### src/rtl/keypad_scanner.sv
// 4x4 keypad column scanner with row synchroniser, tick-sampled debounce and scan lock.
// Optional auto-repeat of key_press while a key is held: define KEY_REPEAT_EN.
module keypad_scanner #(
  parameter int unsigned SETTLE      = 1000,
  parameter int unsigned DEB_SAMPLES = 4,
  parameter int unsigned REPEAT_CYC  = 250000
) (
  input  logic       clk,
  input  logic       rst_n,
  input  logic [3:0] row_in,
  output logic [3:0] col,
  output logic [3:0] fil,
  output logic       key_press,
  output logic       key_held
);

  localparam int unsigned TickW = (SETTLE > 1) ? $clog2(SETTLE) : 1;
  localparam int unsigned CntW  = $clog2(DEB_SAMPLES + 1);
  localparam logic [TickW-1:0] TickLast = TickW'(SETTLE - 1);
  localparam logic [CntW-1:0]  CntLast  = CntW'(DEB_SAMPLES - 1);
  localparam logic [CntW-1:0]  CntOne   = CntW'(1);

  typedef enum logic [1:0] {StScan, StDebPress, StHeld, StDebRel} state_e;

  logic [3:0]       r_sync1;
  logic [3:0]       r_row_s;
  logic [TickW-1:0] r_tick_cnt;
  logic             w_tick;
  state_e           r_state;
  logic [CntW-1:0]  r_cnt;
  logic [3:0]       r_pat;
  logic [3:0]       r_col;
  logic [3:0]       r_fil;
  logic             r_key_press;
  logic             r_key_held;
  logic [3:0]       w_col_next;
  logic             w_pat_onehot;

`ifdef KEY_REPEAT_EN
  localparam int unsigned RepW = (REPEAT_CYC > 1) ? $clog2(REPEAT_CYC) : 1;
  localparam logic [RepW-1:0] RepLast = RepW'(REPEAT_CYC - 1);
  logic [RepW-1:0] r_rep_cnt;
  logic            w_rep_run;
`endif

  always_ff @(posedge clk or negedge rst_n) begin
    if (!rst_n) begin
      r_sync1 <= 4'b0000;
      r_row_s <= 4'b0000;
    end else begin
      r_sync1 <= row_in;
      r_row_s <= r_sync1;
    end
  end

  always_ff @(posedge clk or negedge rst_n) begin
    if (!rst_n) begin
      r_tick_cnt <= '0;
    end else if (w_tick) begin
      r_tick_cnt <= '0;
    end else begin
      r_tick_cnt <= r_tick_cnt + TickW'(1);
    end
  end

  assign w_tick       = (r_tick_cnt == TickLast);
  assign w_col_next   = {r_col[2:0], r_col[3]};
  assign w_pat_onehot = $onehot(r_pat);

`ifdef KEY_REPEAT_EN
  // Repeat runs only while a valid key stays in HELD; leaving HELD restarts it from 0.
  assign w_rep_run = (r_state == StHeld) && (r_fil != 4'b0000) &&
                     !(w_tick && (r_row_s == 4'b0000));
`endif

  always_ff @(posedge clk or negedge rst_n) begin
    if (!rst_n) begin
      r_state     <= StScan;
      r_cnt       <= '0;
      r_pat       <= 4'b0000;
      r_col       <= 4'b0001;
      r_fil       <= 4'b0000;
      r_key_press <= 1'b0;
      r_key_held  <= 1'b0;
`ifdef KEY_REPEAT_EN
      r_rep_cnt   <= '0;
`endif
    end else begin
      r_key_press <= 1'b0;
      if (w_tick) begin
        unique case (r_state)
          StScan: begin
            if (r_row_s == 4'b0000) begin
              r_col <= w_col_next;
            end else begin
              r_pat   <= r_row_s;
              r_cnt   <= CntOne;
              r_state <= StDebPress;
            end
          end
          StDebPress: begin
            if (r_row_s == r_pat) begin
              if (r_cnt == CntLast) begin
                r_state <= StHeld;
                // Ghost/multi-key patterns lock the scan but never reach the decoder.
                if (w_pat_onehot) begin
                  r_fil       <= r_pat;
                  r_key_held  <= 1'b1;
                  r_key_press <= 1'b1;
                end
              end else begin
                r_cnt <= r_cnt + CntOne;
              end
            end else begin
              r_state <= StScan;
              r_col   <= w_col_next;
            end
          end
          StHeld: begin
            if (r_row_s == 4'b0000) begin
              r_cnt   <= CntOne;
              r_state <= StDebRel;
            end
          end
          StDebRel: begin
            if (r_row_s == 4'b0000) begin
              if (r_cnt == CntLast) begin
                r_state    <= StScan;
                r_fil      <= 4'b0000;
                r_key_held <= 1'b0;
                r_col      <= w_col_next;
              end else begin
                r_cnt <= r_cnt + CntOne;
              end
            end else begin
              r_state <= StHeld;
            end
          end
          default: r_state <= StScan;
        endcase
      end
`ifdef KEY_REPEAT_EN
      if (w_rep_run) begin
        if (r_rep_cnt == RepLast) begin
          r_rep_cnt   <= '0;
          r_key_press <= 1'b1;
        end else begin
          r_rep_cnt <= r_rep_cnt + RepW'(1);
        end
      end else begin
        r_rep_cnt <= '0;
      end
`endif
    end
  end

  assign col       = r_col;
  assign fil       = r_fil;
  assign key_press = r_key_press;
  assign key_held  = r_key_held;

endmodule

### config.mk
export PLATFORM = sky130hd
export DESIGN_NAME = keypad_scanner
export DESIGN_NICKNAME = d
export VERILOG_FILES = /design/src/rtl/keypad_scanner.sv
export SDC_FILE = /design/constraint.sdc
export NUM_CORES = 1
export LEC_CHECK = 0
export BUFFER_PORTS_ARGS = -buffer_cell sky130_fd_sc_hd__buf_2
export CORE_UTILIZATION = 45
export CTS_CLUSTER_DIAMETER = 30
export DETAILED_ROUTE_END_ITERATION = 12
export GPL_ROUTABILITY_DRIVEN = 0
export GPL_TIMING_DRIVEN = 1
export PLACE_DENSITY = 0.61
export SYNTH_ARGS = -nofsm -noshare
export SYNTH_HDL_FRONTEND = slang
export SYNTH_SLANG_ARGS = --single-unit
### constraint.sdc
create_clock -name clk -period 5.72 [get_ports clk]
set_input_delay 0.572 -clock clk [delete_from_list [all_inputs] [get_ports clk]]
set_output_delay 0.572 -clock clk [all_outputs]
set_load 0.02 [all_outputs]
==> metrics.md, run 1 <==
| Metric | Value |
|---|---|
| Number of max-cap violations | `0` |
| Worst slew pin tran | `about 0.79 ns` |
| WP buf/inv | `2` |
| Worst hold path type | `flip-flop to flip-flop` |
| Top layer in use | `met4` |
| Final setup vio count | `0` |
| Delay-heaviest family, CP | `adder cells` |
| CTS clk-pin slew, worst paths | `around 0.070 ns` |
| Leakage | `between 0.8 and 0.9 nW` |
| CTS resizes | `0` |
| Finished Layout Cells | `between 200 and 250` |
| Critical path class | `flip-flop to flip-flop` |
| Syn avg cell area | `11.9 um^2` |
| Row cnt | `21` |
| Status | `complete, no violations` |
| Clock net sink count | `37` |
| Clock latency on the worst-skew pair | `about 0.28 ns` |
| Post-CTS Repair Setup Buffers | `0` |
| Synthesized area | `around 0.0017 mm^2` |
| Crit-path slowest cell | `fa_1` |
| Crit end category | `flip-flop` |
| Total Routing Usage GR | `0.161` |
| Hold Violations, Final | `0` |
| Fin crit share | `0.492` |
| DR WL/cell | `~13 um` |
| Post-CTS Hold Buffers | `0` |
| Initial antenna violation count | `0` |
| CP max FO | `5` |
| Iter 0 DRT Violations | `26` |
| H-tree Lvls | `2` |
| Clk buf depth | `2` |
| Most common cell after layout, fill and taps aside | `dfrtp_1` |
| Routed wl met2 | `1310 um` |
| Routed vias/inst | `approximately 5.3` |
| DRC errors left | `0` |
| Highest clock rate | `about 360 MHz` |
| YS warnings | `0` |
| Reg2reg setup slack | `2.91 ns` |
| Pwr dens | `roughly 260 mW/mm^2` |
| Final ANT Viol Nets | `0` |
| Reg2reg start | `r_pat[0]` |
| Pre-CTS setup slack | `roughly 2.9 ns` |
| Routed WL | `approximately 2800 um` |
| Dpl cell area | `0.00182 mm^2` |
| Cts bufs inserted | `5` |
| Core Box Area | `0.00347 mm^2` |
| Number of global-route vias before repair | `1072` |
| Die Ht | `about 64 um` |
| Maximum VDD drop | `0.000186 V` |
| DIE AREA | `~0.0040 mm^2` |
| Period minus WS final | `~2.8 ns` |
| Startpoint Class | `flip-flop` |
| Slowest Stage Delay on Critical Path | `about 0.53 ns` |
| Number of synthesized register bits | `37` |
| Root Buffer | `clkbuf_8` |
| # nets final | `about 170` |
| Asr flop ratio synth | `1.00` |
| GRT overflow | `0` |
| Worst setup margin | `a little under 3 ns` |
| WHS | `approximately 0.35 ns` |
| Sequential share of the synthesized area | `0.544` |
| Die width | `between 60 and 70 um` |
| Synth cell types | `38` |
| Post-Place Cells | `just under 200` |
| Antenna diode instance count | `0` |
| Worst path depth | `9` |
| Final instance area | `around 0.0019 mm^2` |
| R2R depth | `9` |
| RSZ-0062 raised after global routing | `no` |
| Post-synth EDFFs | `0` |
| Ys flop type | `dfrtp_1` |
| Crit path cell chain | `inv_1 > fa_1 > inv_1 > ha_1 > ha_1 > nor3b_1 > o22ai_1 > nor4_4 > mux2_2` |
| Final Skew | `around 0.0028 ns` |
| Synthesized net count | `between 150 and 200` |
| Normalized max-slew margin | `0.472` |
| Crit. Startpoint | `r_pat[0]` |
| HPWL after detailed placement | `between 1500 and 2000 um` |
| Pins Over Slew Limit | `0` |
| Final TNS setup | `0 ns` |
| First-pass GRT wire length | `~5000 um` |
| Layout cells sized above 1 | `0.248` |
| Synthesized instance count | `between 100 and 150` |
| Data arrival time of the critical path | `between 2 and 3 ns` |
| Largest net degree at the start of global routing | `38` |
| CTS tree | `yes` |
| Metal3 WL | `102 um` |
| CP required | `approximately 5.9 ns` |
| Vias after detailed routing | `1105` |
| Met1 wire length | `~1300 um` |
| Initial DRT Pass Iterations | `4` |
| PortBufs | `15` |
| Hold depth | `0` |
| Starting density of the core | `0.491` |
| Synthesis-to-finish area growth | `13.7%` |
| I/O pin cnt | `16` |
| Worst hold start | `r_sync1[2]` |
| Most frequent cells in the layout | `dfrtp_1 (36), buf_2 (15), mux2_2 (12)` |
==> per-layer routing <==
| layer | vias up | track usage |
|---|---|---|
| met5 | - | 0 |
| met4 | 0 | 0.0511 |
| met3 | 5 | 0.0435 |
| met2 | 15 | 0.265 |
| met1 | 539 | 0.206 |
| li1 | 546 | - |
==> worst register-to-register path, stage by stage, from the launching register on <==
cell and delay, ns:
dfrtp_1 0.38, inv_1 0.08, fa_1 0.53, inv_1 0.04, ha_1 0.18, ha_1 0.27
nor3b_1 0.26, o22ai_1 0.15, nor4_4 0.42, mux2_2 0.38
==> sequential cells by signal, summed over array words and instances (netlist names) <==
register,flops
key_press,1
col,4
r_tick_cnt,10
fil,4
r_pat,4
r_cnt,3
r_row_s,4
key_held,1
r_sync1,4
r_state,2
==> logic make-up (layout without fill, tap and decap cells) <==
group	Yosys count	count (layout)	share of synthesized area
AND/OR/NAND/NOR	43	43	0.159
flip-flops	37	37	0.544
AO/OA/AOI/OAI	19	19	0.0778
buffers and inverters	15	33	0.0338
multiplexers	14	14	0.0910
XOR/XNOR	9	9	0.0463
adder cells (fa/ha/maj)	6	6	0.0485
==> Yosys cell counts, types with 2 or more instances <==
cell      count  area [um^2]
inv_1        10         37.5
clkbuf_1      4         15.0
nand3_1       3         15.0
dfrtp_1      36          901
nor4_1        2         12.5
mux2i_1       2         20.0
nor3_1        3         15.0
xor2_1        2         17.5
mux2_2       12          135
xnor2_1       7         61.3
nand4_1       2         12.5
or4_1         3         22.5
a22o_1        3         26.3
nand2_1       9         33.8
nor3b_1       2         15.0
o21ai_0       2         10.0
a21oi_1       6         30.0
nor2_1        8         30.0
ha_1          5         62.6
or3_1         2         12.5
nor4_4        2         42.5
nand2b_1      2         12.5
==> power by group <==
part | internal, mW | switching (mW) | total [mW]
registers | 0.264 | 0.00188 | 0.266
clock network | 0.142 | 0.0908 | 0.232
logic | 0.00257 | 0.00660 | 0.00917
total | 0.409 | 0.0993 | 0.508
==> through the flow <==
step / power, mW / utilization
detailed placement: 0.281 / 0.524
finish: 0.508 / 0.558
floorplan: 0.274 / -
CTS: 0.514 / 0.558
global placement: 0.281 / 0.524
global route: 0.526 / 0.558
==> path summary, 6_finish.rpt <==
path,end
worst max-delay path,key_held
worst min-delay path,r_row_s[2]
worst max register to register,key_held
worst min register to register,r_row_s[2]
max in group asynchronous,r_pat[3]
min in group asynchronous,fil[1]
==> cell type report <==
type,instances,area (um^2)
Tap cell,46,57.6
Clock inverter,2,37.5
Timing Repair Buffer,15,75.1
Inverter,10,37.5
Clock buffer,6,82.6
Fill cell,317,1530
Sequential cell,37,927
Multi-Input combinational cell,91,719
Power figures use the tool's default switching activity.
==> run 2: changes to the inputs <==
PLACE_DENSITY = 0.64   (was 0.61)
clock period = 2.5 ns   (was 5.72 ns; I/O delays follow)
==> run 2 against run 1 <==
  * Critical path depth grew 1
  * Register-to-register slack lost 2.9 ns
  * Sequential cell count is the same
==> metrics.md, run 2 (synthesis results as in run 1) <==
| Metric | Value |
|---|---|
| Status | `complete, no violations` |
| Crit path cell chain | `inv_2 > fa_1 > inv_1 > ha_2 > ha_4 > nor3b_4 > o22ai_2 > nor4_4 > buf_6 > mux2_4` |
| Initial antenna violation count | `0 (unchanged)` |
| Final Skew | `0.00836 ns (+0.00558 ns)` |
| Startpoint Class | `flip-flop` |
| Sw Share | `0.219 (+0.0235)` |
| Hold Violations, Final | `0 (unchanged)` |
| Core Box Area | `0.00347 mm^2 (unchanged)` |
| DR WL/cell | `14.1 um (+4.7%)` |
| Clock latency on the worst-skew pair | `0.29 ns (about the same)` |
| Clock net sink count | `37 (unchanged)` |
| Total Routing Usage GR | `0.181 (+0.0192)` |
| Largest net degree at the start of global routing | `38 (unchanged)` |
| DRC errors left | `0 (unchanged)` |
| Clk buf depth | `2 (unchanged)` |
| Highest clock rate | `409 MHz (+15%)` |
| Clock power frac | `0.387 (-0.071)` |
| Pins Over Slew Limit | `0 (unchanged)` |
| Period minus WS final | `2.45 ns (-0.367 ns)` |
| Leakage | `0.929 nW (+6.5%)` |
| Fill cells | `286 (-9.8%)` |
| Pwr dens | `502 mW/mm^2 (+91%)` |
| Tot Pwr | `1.03 mW (+100%)` |
| Most flops, register | `r_tick_cnt` |
| Most frequent cells in the layout | `dfrtp_1 (36), buf_2 (15), buf_4 (11)` |
| Antenna diode instance count | `0 (unchanged)` |
| First-pass GRT wire length | `5400 um (+8.7%)` |
| Layout cells sized above 1 | `0.333 (+0.0849)` |
| Reg2reg start | `r_pat[0]` |
| Number of max-cap violations | `0 (unchanged)` |
| Iter 0 DRT Violations | `37 (+42%)` |
| Starting density of the core | `0.491 (unchanged)` |
| Fin crit share | `0.978 (+0.487)` |
| PortBufs | `15 (unchanged)` |
| Row cnt | `21 (unchanged)` |
| Normalized max-slew margin | `0.467 (-0.00507)` |
| Sequential power share | `0.592 (+0.068)` |
| H-tree Lvls | `2 (unchanged)` |
| Number of global-route vias before repair | `1173 (+9.4%)` |
| Post-Place Cells | `207 (+4.0%)` |
| WHS | `0.0406 ns (-0.307 ns)` |
| Max reg flops | `10 (unchanged)` |
| # nets final | `185 (+7.6%)` |
| Die Ht | `63.5 um (unchanged)` |
| Finished Layout Cells | `220 (+6.3%)` |
| CP max FO | `5 (unchanged)` |
| Crit end category | `flip-flop` |
| Die width | `63.5 um (unchanged)` |
| R2r endpoint | `fil[0]` |
| Crit-path slowest cell | `fa_1` |
| Critical path class | `flip-flop to flip-flop` |
| Power Internal | `0.804 mW (+97%)` |
| CP required | `2.68 ns (-3.21 ns)` |
| CTS clk-pin slew, worst paths | `0.07 ns (about the same)` |
| Slowest Stage Delay on Critical Path | `0.53 ns (about the same)` |
| Most common cell after layout, fill and taps aside | `dfrtp_1` |
| Worst slew pin tran | `0.800 ns (+0.0142 ns)` |
| CTS tree | `yes` |
| RSZ-0062 raised after global routing | `yes` |
| Sw Pwr | `0.226 mW (+130%)` |
| Cts bufs inserted | `5 (unchanged)` |
| Gate power share | `0.021 (+0.003)` |
| Reg2reg setup slack | `0.05 ns (-2.85 ns)` |
| Synthesis-to-finish area growth | `20.4%` |
| Routed vias/inst | `5.38 (+0.82%)` |
| Final TNS setup | `0 ns (unchanged)` |
| GRT overflow | `0 (unchanged)` |
| DIE AREA | `0.00404 mm^2 (unchanged)` |
| Root Buffer | `clkbuf_8` |
| Data arrival time of the critical path | `2.62 ns (-0.36 ns)` |
| Maximum VDD drop | `0.000394 V (+110%)` |
| Final ANT Viol Nets | `0 (unchanged)` |
| Final setup vio count | `0 (unchanged)` |
| R2R depth | `10 (+1)` |
| Initial DRT Pass Iterations | `4 (unchanged)` |
| Routed WL | `3090 um (+11%)` |
| HPWL after detailed placement | `2100 um (+6.5%)` |
| Vias after detailed routing | `1184 (+7.1%)` |
| I/O pin cnt | `16 (unchanged)` |
| Worst hold path type | `input port to asynchronous set/reset pin` |
run 2: cell type report:
cell class | count | area [um^2] | area share
clock buffer | 6 | 72.6 | 0.0354
clock inverter | 2 | 10.0 | 0.00488
inverter | 10 | 37.5 | 0.0183
multi-input combinational | 91 | 767 | 0.374
sequential | 37 | 927 | 0.452
tap | 46 | 57.6 | 0.0280
timing repair buffer | 28 | 180 | 0.0878
run 2: through the flow:
stage / cell area [um^2] / util / worst slack (ns)
floorplan: 1730 / - / -0.0383
global placement: 1910 / 0.550 / -0.0402
detailed placement: 1910 / 0.550 / -0.0818
CTS: 2030 / 0.585 / -0.0362
global route: 2050 / 0.592 / -0.0469
finish: 2050 / 0.592 / 0.0540
run 2: how the worst max path moves through the flow:
stage	startpoint	to	slack (ns)	cells after the start
floorplan	r_pat[0]	fil[0]	-0.04	9
global placement	r_pat[0]	key_held	-0.04	9
detailed placement	r_pat[0]	fil[3]	-0.08	9
CTS	r_pat[0]	fil[1]	-0.04	10
global route	r_pat[0]	fil[0]	-0.05	10
finish	r_pat[0]	fil[0]	0.05	10
run 2: power groups by stage:
| stage | Clock, mW | Combinational [mW] | Sequential (mW) |
|---|---|---|---|
| 5_1_grt | 0.438 | 0.0252 | 0.610 |
| 2_1_floorplan | 0 | 0.00616 | 0.620 |
| 3_5_place_dp | 0 | 0.0227 | 0.621 |
| 3_3_place_gp | 0 | 0.0221 | 0.620 |
| 4_1_cts | 0.410 | 0.0227 | 0.609 |
| 6_report | 0.399 | 0.0218 | 0.610 |
run 2: repair_timing:
item / 4_1_cts / 5_1_grt
pin swaps: 2 / 1
hold buffers: 0 / 0
setup endpoints to repair: 5 / 5
setup buffers: 3 / 2
resized for setup: 4 / 3
endpoints found under the hold margin: 0 / 0
run 2: layer usage:
layer  vias to the layer above  track usage  share of wire
li1                        567            -              -
met1                       586        0.214           0.45
met2                        24        0.297           0.49
met3                         7       0.0562          0.037
met4                         0       0.0852          0.021
met5                         -            0              0
run 2: worst max-delay path, delay by kind of cell (launching register included):
family                   cells  cell delay (ns)
multiplexers                 1             0.30
AO/OA/AOI/OAI                1             0.12
buffers and inverters        3             0.26
AND/OR/NAND/NOR              2             0.38
adder cells (fa/ha/maj)      3             0.92
flip-flops                   1             0.36
